File: src/rtl/cpu_defs.sv
// cpu_defs: shared widths, constants, fetch FSM states and fetch buffer entry type
package cpu_defs;
    localparam int PC_WIDTH = 6;
    localparam int INST_WIDTH = 32;
    localparam logic [INST_WIDTH-1:0] ZERO_WORD = 32'h0;
    typedef enum logic [1:0] {
        FETCH_IDLE = 2'd0,
        FETCH_RUN  = 2'd1,
        FETCH_HALT = 2'd2
    } fetch_state_e;
    typedef struct packed {
        logic [PC_WIDTH-1:0]   pc;
        logic [INST_WIDTH-1:0] inst;
    } fetch_entry_t;
endpackage

File: src/rtl/fetch_ctrl_if.sv
// fetch_ctrl_if: fetch-to-decode valid/ready handshake
interface fetch_ctrl_if;
    import cpu_defs::*;
    logic                  if_valid_o;
    logic [PC_WIDTH-1:0]   if_pc_o;
    logic [INST_WIDTH-1:0] if_inst_o;
    logic                  id_ready_i;
    modport master (output if_valid_o, if_pc_o, if_inst_o, input id_ready_i);
    modport slave (input if_valid_o, if_pc_o, if_inst_o, output id_ready_i);
endinterface

File: src/rtl/fetch_fifo.sv
// fetch_fifo: small synchronous FIFO of {pc, inst} with flush; head reads as zero when empty
module fetch_fifo
    import cpu_defs::*;
#(
    parameter int FIFO_DEPTH = 4
) (
    input  logic                        clk,
    input  logic                        rst,
    input  logic                        push_i,
    input  logic                        pop_i,
    input  logic                        flush_i,
    input  fetch_entry_t                push_data_i,
    output fetch_entry_t                head_o,
    output logic                        empty_o,
    output logic                        full_o,
    output logic [$clog2(FIFO_DEPTH):0] count_o
);
    localparam int AW = $clog2(FIFO_DEPTH);
    fetch_entry_t  mem_q [FIFO_DEPTH];
    logic [AW-1:0] wr_q, rd_q;
    logic [AW:0]   cnt_q;
    // pointers and occupancy; flush empties the buffer in one cycle
    always_ff @(posedge clk or negedge rst)
        if (!rst) begin
            wr_q  <= '0;
            rd_q  <= '0;
            cnt_q <= '0;
        end else if (flush_i) begin
            wr_q  <= '0;
            rd_q  <= '0;
            cnt_q <= '0;
        end else begin
            wr_q  <= wr_q + AW'(push_i);
            rd_q  <= rd_q + AW'(pop_i);
            cnt_q <= cnt_q + (AW+1)'(push_i) - (AW+1)'(pop_i);
        end
    // storage needs no reset: the head is masked while empty
    always_ff @(posedge clk)
        if (push_i && !flush_i) mem_q[wr_q] <= push_data_i;
    assign empty_o = cnt_q == '0;
    assign full_o  = cnt_q == (AW+1)'(FIFO_DEPTH);
    assign count_o = cnt_q;
    assign head_o  = empty_o ? fetch_entry_t'{pc: '0, inst: ZERO_WORD} : mem_q[rd_q];
endmodule

File: src/rtl/fetch_ctrl.sv
// fetch_ctrl: pc/ROM-enable sequencer with credit-based fetch buffer, branch redirect and halt
module fetch_ctrl
    import cpu_defs::*;
#(
    parameter int FIFO_DEPTH = 4
) (
    input  logic                  clk,
    input  logic                  rst,
    input  logic                  halt_i,
    input  logic                  branch_flag_i,
    input  logic [PC_WIDTH-1:0]   branch_target_i,
    output logic [PC_WIDTH-1:0]   pc,
    output logic                  ce,
    input  logic [INST_WIDTH-1:0] inst_i,
    fetch_ctrl_if.master          id_if
);
    fetch_state_e                state_q, state_d;
    logic [PC_WIDTH-1:0]         pc_q, pc_d, t1_pc_q, t2_pc_q;
    logic                        ce_q, started_q, started_d, t1_v_q, t2_v_q;
    logic                        branch, run_issue, issue, credit_ok, pop, push;
    logic                        fifo_empty, fifo_full;
    logic [$clog2(FIFO_DEPTH):0] occ;
    fetch_entry_t                head;
    assign pop       = id_if.if_valid_o & id_if.id_ready_i;
    assign push      = t2_v_q & (!fifo_full | pop);
    assign credit_ok = 32'(occ) + 32'(t1_v_q) + 32'(t2_v_q) < 32'(FIFO_DEPTH) + 32'(pop);
    // next state, issue decision and next pc; a branch always issues its target
    always_comb begin
        branch    = branch_flag_i && state_q != FETCH_IDLE;
        run_issue = state_q == FETCH_RUN && !halt_i && credit_ok;
        issue     = branch || run_issue;
        pc_d      = branch ? branch_target_i : (run_issue && started_q) ? pc_q + PC_WIDTH'(1) : pc_q;
        started_d = started_q | issue;
        state_d   = state_q == FETCH_IDLE ? FETCH_RUN : halt_i ? FETCH_HALT : FETCH_RUN;
    end
    // state, pc and the two-stage in-flight tag pipe that shadows the ROM latency
    always_ff @(posedge clk or negedge rst)
        if (!rst) begin
            state_q   <= FETCH_IDLE;
            pc_q      <= '0;
            ce_q      <= 1'b0;
            started_q <= 1'b0;
            t1_v_q    <= 1'b0;
            t2_v_q    <= 1'b0;
            t1_pc_q   <= '0;
            t2_pc_q   <= '0;
        end else begin
            state_q   <= state_d;
            pc_q      <= pc_d;
            ce_q      <= issue;
            started_q <= started_d;
            t1_v_q    <= issue;
            t1_pc_q   <= pc_d;
            t2_v_q    <= t1_v_q & !branch;
            t2_pc_q   <= t1_pc_q;
        end
    fetch_fifo #(.FIFO_DEPTH(FIFO_DEPTH)) u_fifo (
        .clk         (clk),
        .rst         (rst),
        .push_i      (push),
        .pop_i       (pop),
        .flush_i     (branch),
        .push_data_i (fetch_entry_t'{pc: t2_pc_q, inst: inst_i}),
        .head_o      (head),
        .empty_o     (fifo_empty),
        .full_o      (fifo_full),
        .count_o     (occ)
    );
    assign pc               = pc_q;
    assign ce               = ce_q;
    assign id_if.if_valid_o = !fifo_empty;
    assign id_if.if_pc_o    = head.pc;
    assign id_if.if_inst_o  = head.inst;
endmodule

File: src/flat_wrapper.sv
// flat-port wrapper written by rule: the top's interface ports become plain ports
module fetch_ctrl_flat import cpu_defs::*;
#(
    parameter int FIFO_DEPTH = 4
)
  (clk, rst, halt_i, branch_flag_i, branch_target_i, pc, ce, inst_i, id_if_if_valid_o, id_if_if_pc_o, id_if_if_inst_o, id_if_id_ready_i);
  fetch_ctrl_if id_if_i ();
  input  logic clk;
  input  logic rst;
  input  logic halt_i;
  input  logic branch_flag_i;
  input  logic [PC_WIDTH-1:0] branch_target_i;
  output logic [PC_WIDTH-1:0] pc;
  output logic ce;
  input  logic [INST_WIDTH-1:0] inst_i;
  output wire logic [$bits(id_if_i.if_valid_o)-1:0] id_if_if_valid_o;
  output wire logic [$bits(id_if_i.if_pc_o)-1:0] id_if_if_pc_o;
  output wire logic [$bits(id_if_i.if_inst_o)-1:0] id_if_if_inst_o;
  input wire logic [$bits(id_if_i.id_ready_i)-1:0] id_if_id_ready_i;
  assign id_if_if_valid_o = id_if_i.if_valid_o;
  assign id_if_if_pc_o = id_if_i.if_pc_o;
  assign id_if_if_inst_o = id_if_i.if_inst_o;
  assign id_if_i.id_ready_i = id_if_id_ready_i;
  fetch_ctrl #(.FIFO_DEPTH(FIFO_DEPTH)) u_core (.clk(clk), .rst(rst), .halt_i(halt_i), .branch_flag_i(branch_flag_i), .branch_target_i(branch_target_i), .pc(pc), .ce(ce), .inst_i(inst_i), .id_if(id_if_i));
endmodule
File: config.mk
export PLATFORM = sky130hd
export DESIGN_NAME = fetch_ctrl_flat
export DESIGN_NICKNAME = d
export VERILOG_FILES = /design/src/rtl/cpu_defs.sv /design/src/rtl/fetch_ctrl_if.sv /design/src/rtl/fetch_fifo.sv /design/src/rtl/fetch_ctrl.sv /design/src/flat_wrapper.sv
export SDC_FILE = /design/constraint.sdc
export NUM_CORES = 1
export LEC_CHECK = 0
export CORE_MARGIN = 2
export CORE_UTILIZATION = 60
export CTS_BUF_LIST = sky130_fd_sc_hd__clkbuf_8
export CTS_CLUSTER_SIZE = 16
export DETAILED_ROUTE_END_ITERATION = 6
export DONT_BUFFER_PORTS = 1
export GPL_ROUTABILITY_DRIVEN = 0
export HOLD_SLACK_MARGIN = 0.1
export PLACE_DENSITY_LB_ADDON = 0.05
export SYNTH_ARGS = -nofsm -noshare
export SYNTH_HDL_FRONTEND = slang
export SYNTH_HIERARCHICAL = 1
export SYNTH_SLANG_ARGS = --single-unit
export TNS_END_PERCENT = 50
File: constraint.sdc
create_clock -name clk -period 11.3 [get_ports clk]
set_input_delay 2.26 -clock clk [delete_from_list [all_inputs] [get_ports clk]]
set_output_delay 2.26 -clock clk [all_outputs]
set_load 0.005 [all_outputs]
Yosys cells after proc, flatten, opt, wreduce, memory -nomap -nowiden:

Memory sizes are Yosys's and may differ from the RTL's.
Cells that the tools add are included.

* add/sub/neg operators: 8
* order comparisons: 1
* equal/unequal tests: 2
* muxes and demuxes: 10
* bitwise operators: 5
* reduce and logical (&&, ||, !) cells: 14

Operator list (number)
* $mux 38: 1
* $add 32x1->32: 1
* $lt 32x32->1: 1
* $mux 6: 2
* $mux 2: 4
* $add 6x1->6 const B: 1
* $logic_and 1x1->1: 5
* $add 2x1->2: 2
* $add 3x1->4: 1
* $add 3x1->4 const A: 1
* $logic_not 1->1: 4
* $reduce_bool 2->1: 2
* $add 3x1->3: 1
* $and 1x1->1: 3
* $eq 3x3->1 const B: 1
* $logic_not 3->1: 1
* $mux 3: 1
* $sub 3x1->3: 1
* $eq 2x1->1 const B: 1
* $logic_not 2->1: 1
* $mux 1: 2
* $or 1x1->1: 2
* $logic_or 1x1->1: 1

* register bits: 24
* RAM bits: 152
* logic and storage cells: 50
* memories kept: 1

Memory list
* u_core.u_fifo.mem_q: depth 4, width 38, read ports 1, clocked after Yosys merged registers in 0, wr ports 1, line fetch_fifo.sv:19 `fetch_entry_t mem_q [FIFO_DEPTH];`

Longest topological paths before layout:

Gate-level depths: netlist (run 1).

* word-level depth: 9
* gate-level depth with buffers: 11
* mapped depth without buffers: 10

Modules after synthesis:

Netlist (run 1), hierarchy kept.

Modules (own cells, without submodules)
* fetch_fifo: times used 1, cells an instance 273, area each 6140.9 um^2, seq. area each 4739.5 um^2
* fetch_ctrl: times used 1, cells an instance 75, area each 787.0 um^2, seq. area each 425.4 um^2

Least setup slack after synthesis (run 1):

Ideal clock, no wire load.

* kind: input port to flip-flop
* from: input port branch_flag_i
* to: memory u_core/u_fifo/mem_q[0][0] in the netlist's numbering (enable)
* data arrival time: 7009 ps
* data required time: 10758 ps
* setup slack: 3749 ps
* cell stages on the path: 5
* buffers on the path: 2
* path through: o21ai_0 > clkbuf_1 > inv_1 > clkbuf_1 > nor4b_1

* word-level cells in the longest chain between the ends: 5

RTL lines
* start: declaration: line flat_wrapper.sv:11 `input logic branch_flag_i;`
* $logic_and 1x1->1: line fetch_ctrl.sv:29 `branch = branch_flag_i && state_q != FETCH_IDLE;`
* net u_core.branch: line fetch_ctrl.sv:20 `logic branch, run_issue, issue, credit_ok, pop, push;`
* $logic_not 1->1: line fetch_fifo.sv:39 `if (push_i && !flush_i) mem_q[wr_q] <= push_data_i;`
* $logic_and 1x1->1: line fetch_fifo.sv:39
* $mux 1: line fetch_fifo.sv:39
* $mux 1 (not written as such): line fetch_fifo.sv:39
* end: declaration: line fetch_fifo.sv:19

The timed path passes the listed nets, and every way through them passes these cells.

Worst setup path after layout (run 1):

* from: register u_core.u_fifo.rd_q[0]
* to: output port id_if_if_pc_o[3]

* word-level cells in the longest chain between the ends: 2

RTL lines
* start: declaration: line fetch_fifo.sv:20 `logic [AW-1:0] wr_q, rd_q;`
* start signal: assignment: line fetch_fifo.sv:34 `rd_q <= rd_q + AW'(pop_i);`
* $mem_v2 4x38
* $mux 38: line fetch_fifo.sv:43 `assign head_o = empty_o ? fetch_entry_t'{pc: '0, inst: ZERO_WORD} : mem_q[rd_q];`
* end: declaration: line flat_wrapper.sv:17 `output wire logic [$bits(id_if_i.if_pc_o)-1:0] id_if_if_pc_o;`

No other way between the ends.

==> metrics.txt, run 1 <==
first-pass GRT wire length=17.58 mm; DRC violations left=0; Slew headroom=22.84%; largest family of logic cells by synthesized area=multiplexers; simple-gate share of the synthesized area=6.863%; GRT Total Usage=19.32%; Antenna Nets Post-Route=0; # clock sinks=176; Detailed Place HPWL=6.726 mm; overall routed net length=11.01 mm; Core ar.=11,320 µm²; Iter 0 DRT Violations=161; CTS Hold Bufs=0; post-layout util=66.25%; initial antenna violation count=0; Worst Path Max Fanout=38; Largest stage delay, worst path=0.62 ns; FMAX=222.4 MHz; clk_skew=0.009361 ns; Initial Utilization=61.20%; GRT overflow=0; Nets=408; CP Launch Type=flip-flop; register area share after synthesis=74.55%; Leak=2.469 nW; worst skew pair latency=0.45 ns; Syn Inst Count=348; drt via density=5.918; CP Capture Type=primary output; crit path cell chain=buf_4, mux4_2, and2_1; vias in the first global route=3,243; Worst Hold Class=flip-flop to flip-flop; syn avg cell area=19.91 µm²; unrepaired setup endpoints after global routing=no; num rows=39; Post-Syn Area=6928 µm²; clk buf depth=2; number of H-tree levels=4; # setup viols final=0; Yosys reg bits=176; Critical Path AT=2.24 ns; Area growth syn-to-layout=8.254%; Slew @ Worst Pin=1.157 ns; die footprint=12,420 µm²; VDD IR max=0.1289 mV; Tcrit/Tclk final=39.78%; Synth Area in Compound Gates=1.499%; post-synthesis mux area share=12.35%; CTS Buf Count=17; IO Pins=89; Worst EP required=9.04 ns; CTS root buffer=clkbuf_8; post-layout min period=4.496 ns; clock slew at reported path FFs=0.08 ns; ANT cells=0; CTS tree=yes; XOR/XNOR Fraction of Synth Area=0.7044%; most common cell after layout, fill and taps aside=edfxtp_1; # Post-CTS Setup Buffers=0; EDFF count, synth=152; highest-count cells in the layout ignoring fill and taps=edfxtp_1 (152), mux4_2 (38), and2_1 (38); pwr/cell area=223.1 nW/µm²; post-CTS sizing=0; Post-synth ARST share=13.64%; Main synth FF type=edfxtp_1; I/O Buffers=0; largest net degree at the start of global routing=40; synth unique cells=35; Yosys warnings=6; Post-Synth Adder-Cell Area=1.662%; Die Width=111.5 µm; Slew Limit Fails=0; Final Hold Vio Count=0; Routed wire per std cell=21.46 µm; Worst path slowest cell=mux4_2; layout cell share with drive strength beyond 1=22.43%; final setup TNS=0 ns; status=completed; drt first pass iters=7; critical path type=flip-flop to primary output; via count=3,036; max cap viols=0; post-synthesis net count=399; Die Ht=111.5 µm
==> worst max-delay path, delay by kind of cell, from the launching register on <==
| kind | cells | cell delay, ns |
|---|---|---|
| buffers and inverters | 1 | 0.61 |
| DFF | 1 | 0.37 |
| muxes | 1 | 0.62 |
| and+or+nand+nor | 1 | 0.19 |
==> cells by family (layout without fill, tap and decap cells) <==
family,Yosys count,after routing
flip-flops,176,176
AND/OR/NAND/NOR,77,77
multiplexers,38,38
buffers and inverters,29,51
AO/OA/AOI/OAI,16,16
adder cells (fa/ha/maj),8,8
XOR/XNOR,4,4
==> power breakdown <==
group	leakage [nW]	internal (mW)	switching [mW]
logic	0.592	0.207	0.188
registers	1.65	0.772	0.0567
clock network	0.224	0.243	0.206
total	2.47	1.22	0.450
==> cell type report <==
type	count	area, µm²
sequential	176	5167
fill	783	3821
multi-input combinational	143	1637
clock buffer	18	247.7
tap	143	178.9
clock inverter	14	175.2
inverter	13	48.80
timing repair buffer	6	45.04
==> through the flow <==
step,instances,power (mW),setup WS [ns],hold slack [ns],area (µm²)
after floorplan,348,1.178,3.749,0.4076,6928
after global placement,481,1.244,6.605,0.4372,7077
after detailed placement,481,1.253,6.616,0.4423,7077
after CTS,513,1.697,6.716,0.4618,7500
after global routing,513,1.765,6.532,0.4837,7500
final,513,1.673,6.804,0.4671,7500
==> final timing paths <==
kind	from	end	slack, ns	depth (start not counted)
min in group asynchronous	rst	u_core/t1_pc_q[5]	1.50	0
min	u_core/t1_pc_q[5]	u_core/t2_pc_q[5]	0.47	0
min reg2reg	u_core/t1_pc_q[5]	u_core/t2_pc_q[5]	0.47	0
max reg2reg	u_core/u_fifo/count_o[1]	u_core/u_fifo/mem_q[1][14]	7.16	7
max in group asynchronous	rst	u_core/u_fifo/rd_q[1]	9.71	0
max	u_core/u_fifo/rd_q[0]	id_if_if_pc_o[3]	6.80	3
==> sequential cells by signal (all words and copies together), names as in the netlist <==
signal                 flops
u_core/t1_pc_q             6
u_core/t2_pc_q             6
u_core/state_q             2
u_core/u_fifo/mem_q      152
u_core/u_fifo/rd_q         2
u_core/u_fifo/count_o      3
u_core/t2_v_q              1
u_core/u_fifo/wr_q         2
u_core/t1_v_q              1
u_core/started_q           1
==> synthesized netlist by cell type (2+ instances only) <==
cell      count  share of area [%]
and2_1       38                3.4
clkbuf_1      8               0.43
or4_1         4               0.43
dfrtp_1      24                8.7
buf_6         2               0.33
inv_1        13               0.70
buf_2         3               0.22
o31ai_1       4               0.43
fa_1          2               0.58
xnor2_1       3               0.38
nor4bb_1      2               0.29
o21ai_0       4               0.29
ha_1          6                1.1
or3_2         2               0.22
mux4_2       38                 12
nor2_1       13               0.70
edfxtp_1    152                 66
nor2b_1       4               0.36
a31oi_1       6               0.54
nand3_1       3               0.22
buf_12        2               0.58
nand2_1       2               0.11
==> layer usage <==
metal	vias to the layer above	wire [µm]	global-route usage [%]
li1	1378	-	-
met1	1567	4657	24.61
met2	77	5539	31.50
met3	14	681	7.512
met4	0	131	5.679
met5	-	0	0
Power figures use the tool's default switching activity.
==> run 2: changes to the inputs <==
--- a/config.mk
+++ b/config.mk
@@ -6,7 +6,7 @@
 export NUM_CORES = 1
 export LEC_CHECK = 0
 export CORE_MARGIN = 2
-export CORE_UTILIZATION = 60
+export CORE_UTILIZATION = 59
 export CTS_BUF_LIST = sky130_fd_sc_hd__clkbuf_8
 export CTS_CLUSTER_SIZE = 16
 export DETAILED_ROUTE_END_ITERATION = 6
==> constraint.sdc (replaced) <==
create_clock -name clk -period 4.01 [get_ports clk]
set_input_delay 0.802 -clock clk [delete_from_list [all_inputs] [get_ports clk]]
set_output_delay 0.802 -clock clk [all_outputs]
set_load 0.005 [all_outputs]
==> run 2 against run 1 <==
Net effect: clock skew about the same; utilization is 0.38 points higher; worst setup slack got worse by 5.9 ns; design area increased by 1.4%; global-route usage fell by 0.058 points; register-to-register slack worse by 5.7 ns; via count up 2.7%; sequential power grew to 2.9 times the previous value; worst hold slack lost 0.013 ns; final cell count rose by 1.2%; critical path type unchanged.
==> metrics.txt, run 2 (synthesized netlist as in run 1, its figures left out) <==
num rows=39 (unchanged); number of H-tree levels=4 (unchanged); Detailed Place HPWL=6.824 mm (+1.5%); Comb pwr share=22.7% (-0.9 points); Clock Power Share=27.8% (+1.0 points); Worst Hold Class=flip-flop to flip-flop; ANT cells=0 (unchanged); post-layout min period=3.063 ns; Die Ht=112.4 µm (+0.81%); final setup TNS=0 ns (unchanged); Initial Utilization=60.67% (-0.52 points); Core ar.=11,420 µm² (+0.86%); drt first pass iters=4 (-3); FMAX=326.4 MHz; via count=3,119 (+2.7%); switching pwr=1.299 mW (+190%); VDD IR max=0.3875 mV (+200%); Hold Path Stages=0 (unchanged); clk buf depth=2 (unchanged); Seq pwr share=49.5% (about the same); layout cell share with drive strength beyond 1=23.94% (+1.5 points); CTS root buffer=clkbuf_8; status=completed; pwr/cell area=633.8 nW/µm² (+180%); Iter 0 DRT Violations=158 (-1.9%); # clock sinks=176 (unchanged); Int Pwr=3.523 mW (+190%); Placed Cells=486 (+1.0%); Final Non-Filler Cells=519 (+1.2%); Slew headroom=28.83% (+6.0 points); Register-to-Register Path Depth=7 (unchanged); CTS Buf Count=17 (unchanged); GRT overflow=0 (unchanged); Antenna Nets Post-Route=0 (unchanged); GRT Total Usage=19.26% (-0.058 points); clock slew at reported path FFs=0.08 ns (about the same); largest register by flop count=u_core/u_fifo/mem_q; CP Launch Type=flip-flop; largest net degree at the start of global routing=40 (unchanged); Hold Path End=u_core/t2_pc_q[5]; Area growth syn-to-layout=9.807%; CTS tree=yes; unrepaired setup endpoints after global routing=no; # setup viols final=0 (unchanged); CP Capture Type=primary output; max cap viols=0 (unchanged); Slew @ Worst Pin=1.064 ns (-0.09344 ns); Worst Path Max Fanout=23 (-39%); FF-to-FF setup slack=1.48 ns (-5.68 ns); worst skew pair latency=0.43 ns (-0.02 ns); Tcrit/Tclk final=76.39%; Reg2Reg Launch Point=u_core/u_fifo/count_o[1]; drt via density=6.010 (+1.5%); highest-count cells in the layout ignoring fill and taps=edfxtp_1 (152), mux4_2 (38), and2_1 (38); first-pass GRT wire length=18.01 mm (+2.4%); Worst R2R End=u_core/u_fifo/mem_q[2][9]; post-CTS sizing=0 (unchanged); Routed wire per std cell=21.79 µm (+1.5%); clk_skew=0.009469 ns (+0.0001086 ns); Final Hold Vio Count=0 (unchanged); max reg flops=152 (unchanged); Slew Limit Fails=0 (unchanged); dpl ws=1.363 ns (-5.253 ns); overall routed net length=11.31 mm (+2.7%); DRC violations left=0 (unchanged); initial antenna violation count=0 (unchanged); most common cell after layout, fill and taps aside=edfxtp_1; Critical Path AT=2.26 ns (+0.02 ns); final worst slack=0.9467 ns (-5.858 ns); vias in the first global route=3,322 (+2.4%); Die Width=112.4 µm (+0.81%); Sw Share=26.94% (about the same); IO Pins=89 (unchanged); Nets=414 (+1.5%); Regs by FF count=u_core/u_fifo/mem_q (152), u_core/t1_pc_q (6), u_core/t2_pc_q (6); die footprint=12,620 µm² (+1.6%); critical path type=flip-flop to primary output; hold path startpoint=u_core/t1_pc_q[5]; I/O Buffers=0 (unchanged); Worst EP required=3.21 ns (-5.83 ns); WHS=0.4544 ns (-0.01268 ns); Tot Pwr=4.821 mW (+190%); Leak=2.503 nW (+1.4%)
==> run 2: cell type report <==
| class | count | area, µm² |
|---|---|---|
| well taps | 143 | 178.9 |
| flip-flops and latches | 176 | 5167 |
| clock inverters | 15 | 215.2 |
| repair buffers | 12 | 117.6 |
| fillers | 767 | 3811 |
| clock buffers | 17 | 234.0 |
| inverters | 13 | 48.80 |
| multi-input cells | 143 | 1645 |
==> run 2: critical path, stage by stage (launching register included) <==
cell and delay (ns):
dfrtp_2 0.76, buf_12 0.30, mux4_2 0.55, and2_1 0.19
==> run 2: power by group through the flow <==
stage	Sequential [mW]	Combinational, mW	Clock (mW)
6_report	2.39	1.10	1.34
2_1_floorplan	2.29	1.04	0
4_1_cts	2.39	1.13	1.37
3_5_place_dp	2.44	1.12	0
5_1_grt	2.42	1.21	1.44
3_3_place_gp	2.43	1.11	0
==> run 2: metrics by stage <==
stage,utilization [%],area (µm²)
floorplan,-,6964
global placement,62.60,7148
detailed placement,62.60,7148
CTS,66.62,7607
global route,66.62,7607
finish,66.62,7607
==> run 2: repair_timing <==
action | 4_1_cts | 5_1_grt
hold buffers | 1 | 0
buffers inserted | 0 | 0
endpoints found under the hold margin | 24 | 0
==> run 2: routing by layer <==
layer	part of all wire [%]	up-vias	GRT usage, %	wire length, µm
met3	5.1	2	6.587	577
li1	-	1395	-	-
met5	0	-	0	0
met2	51	85	30.24	5802
met4	0.37	0	6.341	42
met1	43	1637	25.98	4883
==> run 2: how the worst max path moves through the flow <==
stage | from | end | slack, ns
floorplan | u_core/u_fifo/count_o[1] | u_core/u_fifo/mem_q[1][0] | -0.15
global placement | u_core/u_fifo/rd_q[0] | id_if_if_pc_o[4] | 1.37
detailed placement | u_core/u_fifo/rd_q[0] | id_if_if_pc_o[4] | 1.36
CTS | u_core/u_fifo/rd_q[0] | id_if_if_pc_o[4] | 0.87
global route | u_core/u_fifo/rd_q[0] | id_if_if_pc_o[4] | 0.78
finish | u_core/u_fifo/rd_q[0] | id_if_if_pc_o[4] | 0.95
